<file path="src/rtl/axi_lite_block_reader.sv">
// AXI4-Lite read master: fetches BEATS consecutive words into o_block_data, one read outstanding at a time.
// Optional watchdog is compiled in when AXI_RD_TIMEOUT_EN is defined.
module axi_lite_block_reader #(
    parameter int ADDR_WIDTH     = 32,
    parameter int DATA_WIDTH     = 32,
    parameter int BEATS          = 16,
    parameter int TIMEOUT_CYCLES = 256
) (
    input  logic                        clk,
    input  logic                        arstn,
    input  logic                        i_start,
    input  logic [ADDR_WIDTH-1:0]       i_base_addr,
    output logic                        o_busy,
    output logic                        o_done,
    output logic                        o_error,
    output logic [BEATS*DATA_WIDTH-1:0] o_block_data,
    output logic                        o_arvalid,
    output logic [ADDR_WIDTH-1:0]       o_araddr,
    output logic [2:0]                  o_arprot,
    input  logic                        i_arready,
    input  logic                        i_rvalid,
    input  logic [DATA_WIDTH-1:0]       i_rdata,
    input  logic [1:0]                  i_rresp,
    output logic                        o_rready,
    output logic                        o_count_run,
    output logic                        o_count_restartn,
    input  logic                        i_count_done,
    output logic [1:0]                  o_dbg_state
);

    typedef enum logic [1:0] {
        S_IDLE      = 2'd0,
        S_ADDR      = 2'd1,
        S_DATA      = 2'd2,
        S_WAIT_DONE = 2'd3
    } state_e;

    localparam int                    IDX_W    = (BEATS > 1) ? $clog2(BEATS) : 1;
    localparam logic [ADDR_WIDTH-1:0] STRIDE   = ADDR_WIDTH'(DATA_WIDTH / 8);
    localparam logic [IDX_W-1:0]      LAST_IDX = IDX_W'(BEATS - 1);

    state_e                      state_q, state_d;
    logic [IDX_W-1:0]            idx_q, idx_d;
    logic [ADDR_WIDTH-1:0]       addr_q, addr_d;
    logic [BEATS*DATA_WIDTH-1:0] data_q, data_d;
    logic                        err_q, err_d;
    logic                        done_q, done_d;
    logic                        run_q, run_d;
    logic                        restartn_q, restartn_d;
    logic                        timeout;

    // Handshakes: a transfer happens on a rising edge where valid and ready are both high;
    // arvalid/araddr stay stable until accepted, and rready is only high while one read is pending.
    assign o_busy           = (state_q != S_IDLE);
    assign o_arvalid        = (state_q == S_ADDR);
    assign o_rready         = (state_q == S_DATA);
    assign o_araddr         = addr_q;
    assign o_arprot         = 3'b000;
    assign o_done           = done_q;
    assign o_error          = err_q;
    assign o_block_data     = data_q;
    assign o_count_run      = run_q;
    assign o_count_restartn = restartn_q;
    assign o_dbg_state      = state_q;

`ifdef AXI_RD_TIMEOUT_EN
    localparam int WD_W = $clog2(TIMEOUT_CYCLES + 1);
    logic [WD_W-1:0] wd_q, wd_d;
    logic            stalled;

    assign stalled = ((state_q == S_ADDR) && !i_arready) || ((state_q == S_DATA) && !i_rvalid);
    assign timeout = stalled && (wd_q == WD_W'(TIMEOUT_CYCLES - 1));

    always_comb begin
        wd_d = '0;
        if (stalled && !timeout) wd_d = wd_q + WD_W'(1);
    end

    always_ff @(posedge clk or negedge arstn) begin
        if (!arstn) wd_q <= '0;
        else        wd_q <= wd_d;
    end
`else
    localparam int unused_timeout_cycles = TIMEOUT_CYCLES;
    assign timeout = 1'b0;
`endif

    always_comb begin
        state_d    = state_q;
        idx_d      = idx_q;
        addr_d     = addr_q;
        data_d     = data_q;
        err_d      = err_q;
        done_d     = 1'b0;
        run_d      = 1'b0;
        restartn_d = 1'b1;
        case (state_q)
            S_IDLE: begin
                if (i_start) begin
                    idx_d      = '0;
                    addr_d     = i_base_addr;
                    err_d      = 1'b0;
                    restartn_d = 1'b0;
                    state_d    = S_ADDR;
                end
            end
            S_ADDR: begin
                if (i_arready) state_d = S_DATA;
            end
            S_DATA: begin
                if (i_rvalid) begin
                    data_d[int'(idx_q)*DATA_WIDTH +: DATA_WIDTH] = i_rdata;
                    run_d = 1'b1;
                    if (i_rresp != 2'b00) err_d = 1'b1;
                    if (idx_q == LAST_IDX) begin
                        state_d = S_WAIT_DONE;
                    end else begin
                        idx_d   = idx_q + IDX_W'(1);
                        addr_d  = addr_q + STRIDE;
                        state_d = S_ADDR;
                    end
                end
            end
            S_WAIT_DONE: begin
                if (i_count_done) begin
                    done_d  = 1'b1;
                    state_d = S_IDLE;
                end
            end
            default: state_d = S_IDLE;
        endcase
        // A counter done outside WAIT_DONE means the counter and reader disagree on beat count.
        if (i_count_done && (state_q != S_WAIT_DONE)) err_d = 1'b1;
        if (timeout) begin
            err_d      = 1'b1;
            restartn_d = 1'b0;
            done_d     = 1'b1;
            state_d    = S_IDLE;
        end
    end

    always_ff @(posedge clk or negedge arstn) begin
        if (!arstn) begin
            state_q    <= S_IDLE;
            idx_q      <= '0;
            addr_q     <= '0;
            data_q     <= '0;
            err_q      <= 1'b0;
            done_q     <= 1'b0;
            run_q      <= 1'b0;
            restartn_q <= 1'b1;
        end else begin
            state_q    <= state_d;
            idx_q      <= idx_d;
            addr_q     <= addr_d;
            data_q     <= data_d;
            err_q      <= err_d;
            done_q     <= done_d;
            run_q      <= run_d;
            restartn_q <= restartn_d;
        end
    end

endmodule

</file>
<file path="config.mk">
export PLATFORM = sky130hd
export DESIGN_NAME = axi_lite_block_reader
export DESIGN_NICKNAME = d
export VERILOG_FILES = /design/src/rtl/axi_lite_block_reader.sv
export SDC_FILE = /design/constraint.sdc
export NUM_CORES = 1
export LEC_CHECK = 0
export BUFFER_PORTS_ARGS = -buffer_cell sky130_fd_sc_hd__buf_2
export CAP_MARGIN = 20
export CELL_PAD_IN_SITES_DETAIL_PLACEMENT = 0
export CELL_PAD_IN_SITES_GLOBAL_PLACEMENT = 2
export CORE_MARGIN = 2
export CORE_UTILIZATION = 29
export CTS_CLUSTER_DIAMETER = 30
export DETAILED_ROUTE_END_ITERATION = 12
export PLACE_DENSITY = 0.82
export SETUP_SLACK_MARGIN = 0.4
export SLEW_MARGIN = 20
export SYNTH_ARGS = -nofsm -noshare
export SYNTH_HDL_FRONTEND = slang
export SYNTH_SLANG_ARGS = --single-unit
</file>
<file path="constraint.sdc">
create_clock -name clk -period 2.7 [get_ports clk]
set_input_delay 0.135 -clock clk [delete_from_list [all_inputs] [get_ports clk]]
set_output_delay 0.135 -clock clk [all_outputs]
set_load 0.01 [all_outputs]
</file>
# --- Yosys cells after proc, flatten, opt, wreduce, memory -nomap -nowiden ---
# Index checks and enable logic that the tools add are counted.
# W data, S select, Z words.
word_totals:
  out_inout_bits: 556
  n_memories: 0
  romBits: 0
  input_bits: 72
  ramBits: 0
  regBits: 554
  latchBits: 0
op_classes:
  n_addsub: 3
  n_reduce_logical: 10
  shift: 2
  multipliers: 0
  eq_ne: 13
  n_bitwise: 0
  n_lt_le_gt_ge: 0
  n_div: 0
  muxes: 26
op_table:
  columns: ["cell", "n"]
  rows:
  - ["$bwmux W512", 1]
  - ["$shift A32 B33 Y512 const A", 1]
  - ["$shiftx A32 B33 Y512", 1]
  - ["$mux W32", 3]
  - ["$pmux W32 S2", 1]
  - ["$neg A9 Y33", 1]
  - ["$add A32 B3 Y32 const B", 1]
  - ["$mux W4", 3]
  - ["$reduce_and A4 Y1", 3]
  - ["$mux W1", 10]
  - ["$mux W2", 5]
  - ["$ne A2 B2 Y1 const B", 5]
  - ["$pmux W2 S4", 1]
  - ["$pmux W4 S2", 1]
  - ["$reduce_bool A2 Y1", 3]
  - ["$add A4 B1 Y4 const B", 1]
  - ["$eq A2 B2 Y1 const B", 2]
  - ["$eq A4 B4 Y1 const B", 1]
  - ["$ne A3 B1 Y1 const B", 1]
  - ["$ne A3 B2 Y1 const B", 1]
  - ["$ne A3 B3 Y1 const B", 1]
  - ["$reduce_bool A3 Y1", 1]
  - ["$eq A2 B1 Y1 const B", 1]
  - ["$logic_not A2 Y1", 1]
  - ["other kinds (4)", 4]

# --- Depth between registers and ports, before layout ---
logic_depth:
  depth_word: 5
  ltp_mapped: 12
  depth_no_buf: 7

# --- Worst setup path after synthesis ---
# Ideal clock, no wire load.
synth_path:
  kind: "reg2reg"
  from: "register idx_q[0]"
  to: "register data_q[412] (netlist: o_block_data[412])"
  path_stages_with_launch: 13
  arrival_time_ns: 2.597
  setup_slack_ns: 0.021
  synth_period_minus_slack_ns: 2.679
  path_cell_list: "dfrtp_1 > clkbuf_1 > nor3_1 > ha_1 > buf_2 > or2_2 > clkbuf_1 > or2_1 > clkbuf_1 > nor2_1 > clkbuf_1 > nand2_1 > o21ai_0"
synth_via:
  elab_chain_len: 3
synth_rtl:
  columns: ["element", "line", "source"]
  rows:
  - ["start, declared", "43", "logic [IDX_W-1:0] idx_q, idx_d;"]
  - ["start signal, assigned", "154", "idx_q <= idx_d;"]
  - ["$neg A9 Y33 *", "112", "data_d[int'(idx_q)*DATA_WIDTH +: DATA_WIDTH] = i_rdata;"]
  - ["$shiftx A32 B33 Y512 / $shift A32 B33 Y512 (equally long branches)", "112", null]
  - ["$bwmux W512 *", "112", null]
  - ["end signal, assigned", "156", "data_q <= data_d;"]
  - ["end, declared", "45", "logic [BEATS*DATA_WIDTH-1:0] data_q, data_d;"]
# Every way passes the cells marked *; elsewhere a longest branch is shown, timed or not.
# A chain may end at the register's enable or synchronous reset.

# --- Worst setup path after layout ---
layout_path:
  from: "register idx_q[0]"
  to: "register data_q[286] (netlist: o_block_data[286])"
# Same word-level chain as after synthesis.

==> flow_summary.ini <==
[yosys]
synth.lib_cells_used.distinct = 62
ys_seq_area_share_pct = 61.4
syn_area_sq_mm = 0.0226
yosys_warnings = 0
synthAdderAreaFrac_pct = 0.333
synth_edf_count = 0
synth_compound_area_share_pct = 16.6
synth_flop_cell = dfrtp_1
yosys.area_share.simple_pct = 14.6
synth_xor_area_share_pct = 0.194
syn_avg_cell_area_sq_um = 10.3
ys_seq_elements = 554
async_flop_share_pct = 100
muxShareOfSynthArea_pct = 2.77
synth_top_family_by_area = compound AO/OA/AOI/OAI gates
netlist_instances = 2202

[floorplanning]
die-width_um = 283
die_h_um = 283
die_area_sq_mm = 0.0801
rows = 102
start_util_pct = 29.2
ios = 628
core-area_sq_mm = 0.0772

[place]
dp_cells = 3757
place_congestion = 0.848
portBuffers = 624
dpl.hpwl_mm = 66.9

[global_route]
antenna_found_initial = 4
grt_pass1_vias = 20500
grt_overflow_total = 0
grt_pass1_wl_mm = 141
globalRouteTotalUtil_pct = 23.7
grt_max_degree = 67

[drt]
drc = 0
vias = 20800
wl_mm = 100
drtPass1Iterations = 7
viasPerCell = 5.05
drt-initial-drc-count = 1600
antenna_left = 0
routedWlPerCell_um = 24.4

[sta]
tns_ns = 0
max_slew_margin_pct = 40.5
fin_crit_sh_pct = 86.0
finalCriticalPeriod_ns = 2.32
setup_viol = 0
finalMaxSlewViolations = 0
max_freq_ghz = 0.431
grt_setup_unrepaired = true
hold_viol = 0
tightest_slew_ns = 0.890
fin_skew_ns = 0.0665

[pwr]
vdd_drop_max_mv = 0.621
power.density_mw_per_mm2 = 985
p_leak_nw = 16.5

[finish]
final_common_cell = buf_2
num_antenna_cells = 0
area_delta_synth_final_pct = 48.5
fill_cells = 7351
stdcell_count = 4112
layout.area.seq_sq_mm = 0.0139
layout_common_cells = buf_2, nand2_1, dfrtp_1
fin_nets = 3043
multi_input_area_sq_mm = 0.00820
drive_above_1_share_pct = 35.9

[critical_path]
required_ns = 3.28
reg2reg_depth = 8
critical_path_class = register to register
rrSetupSlack_ns = 0.38
r2r_end = o_block_data[286]$_DFFE_PN0P_
cp-start-kind = register
critical_path_peak_fanout = 24
max_stage_delay_ns = 0.46
cp_slowest_cell = dfrtp_2
r2r-start = idx_q[0]$_DFFE_PN0P_
end_kind = register
arrival_ns = 2.91
crit_chain = inv_1 > ha_4 > nand3b_1 > a21boi_4 > buf_12 > nand4b_4 > buf_6 > mux2_2

[clock_network]
tritoncts = done
root_buffer = clkbuf_16
cts_max_level = 4
numCtsBuffers = 133
cts.sink_count = 554
clkTransAtPathRegs_ns = 0.05
insertion_delay_ns = 0.72
clockBufferDepth = 3

[worst_hold_path]
min_to = o_araddr[0]$_DFFE_PN0P_
hold_path_depth = 4
hp-class = input port to register
hold_start = i_base_addr[0]

[run_status]
status = finished clean

[job]
drv_cap = 0
## Yosys cell counts (all sizes together), types with 27 or more instances
cell type	number	share of area, %
nand2	615	10
dfrtp	553	61
o31ai	320	11
clkbuf	159	2.6
o21ai	146	3.2
nand3	61	1.4
mux2	43	2.1
nor2	42	0.70
inv	41	0.68
buf	36	0.80
a21oi	31	0.70
nand4	27	0.75
## timing repair
action                                 in CTS  in global routing
buffers inserted                           11                 16
endpoints found under the hold margin     529                  0
setup endpoints to repair                 502                414
hold buffers                               75                  0
resized for setup                          20                 72
pin swaps                                   6                  9
cloned                                      1                 10
## through the flow
stage | area (sq um) | utilization, % | total power [mW] | setup slack [ns] | hold slack, ns
floorplan | 22700 | - | 12.7 | 0.366 | -0.161
global placement | 27200 | 35.3 | 15.5 | 0.182 | 0.143
detailed placement | 27200 | 35.3 | 15.6 | 0.0942 | 0.140
CTS | 33000 | 42.7 | 32.6 | 0.322 | 0.115
global route | 33500 | 43.4 | 34.3 | 0.288 | 0.164
finish | 33500 | 43.4 | 33.0 | 0.377 | 0.164
## critical path, delay by kind of cell, from the launching register on
kind	cells	cell delay, ns
AO/OA/AOI/OAI	1	0.28
adder cells (fa/ha/maj)	1	0.26
buffers and inverters	3	0.52
flip-flops	1	0.46
multiplexers	1	0.30
AND/OR/NAND/NOR	2	0.40
## routing by layer
metal  vias to the layer above  global-route usage [%]  share of wire [%]
li1                       9302                       -                  -
met1                     10300                    29.1                 40
met2                       949                    38.9                 49
met3                       202                    7.12                8.0
met4                         2                    9.95                3.9
met5                         -                       0             0.0070
## worst max-delay path by stage
stage | start | to | slack, ns | cells after the start
floorplan | idx_q[2]$_DFFE_PN0P_ | o_block_data[415]$_DFFE_PN0P_ | 0.37 | 12
global placement | o_dbg_state[0]$_DFFE_PN0P_ | o_block_data[478]$_DFFE_PN0P_ | 0.18 | 7
detailed placement | idx_q[1]$_DFFE_PN0P_ | o_block_data[390]$_DFFE_PN0P_ | 0.09 | 6
CTS | idx_q[2]$_DFFE_PN0P_ | o_block_data[149]$_DFFE_PN0P_ | 0.32 | 5
global route | idx_q[0]$_DFFE_PN0P_ | o_block_data[286]$_DFFE_PN0P_ | 0.29 | 8
finish | idx_q[0]$_DFFE_PN0P_ | o_block_data[286]$_DFFE_PN0P_ | 0.38 | 8
## state kept, by name, summed over array words and instances (netlist names)
register / cells
o_block_data: 512
o_araddr: 32
idx_q: 4
o_dbg_state: 2
o_count_restartn: 1
o_count_run: 1
o_done: 1
o_error: 1
## cell type report
cell class                 count  area share, %
inverter                      42          0.481
clock inverter                72           3.01
tap                         1040           3.88
multi-input combinational   1417           24.5
timing repair buffer         817           15.7
clock buffer                 170           11.1
sequential                   554           41.4
## where the power goes
part           switching [mW]  total (mW)  internal, mW
clock network            5.39        16.6          11.2
logic                    5.08        7.25          2.17
registers               0.444        9.21          8.76
total                    10.9        33.0          22.1
## kinds of logic after synthesis
family          after synthesis
fa+ha+maj                     6
buf+inv                     237
other cells                   1
simple gates                794
mux                          57
flops                       554
xor+xnor                      2
compound gates              551
No activity file was read; power rests on OpenSTA's default activity.
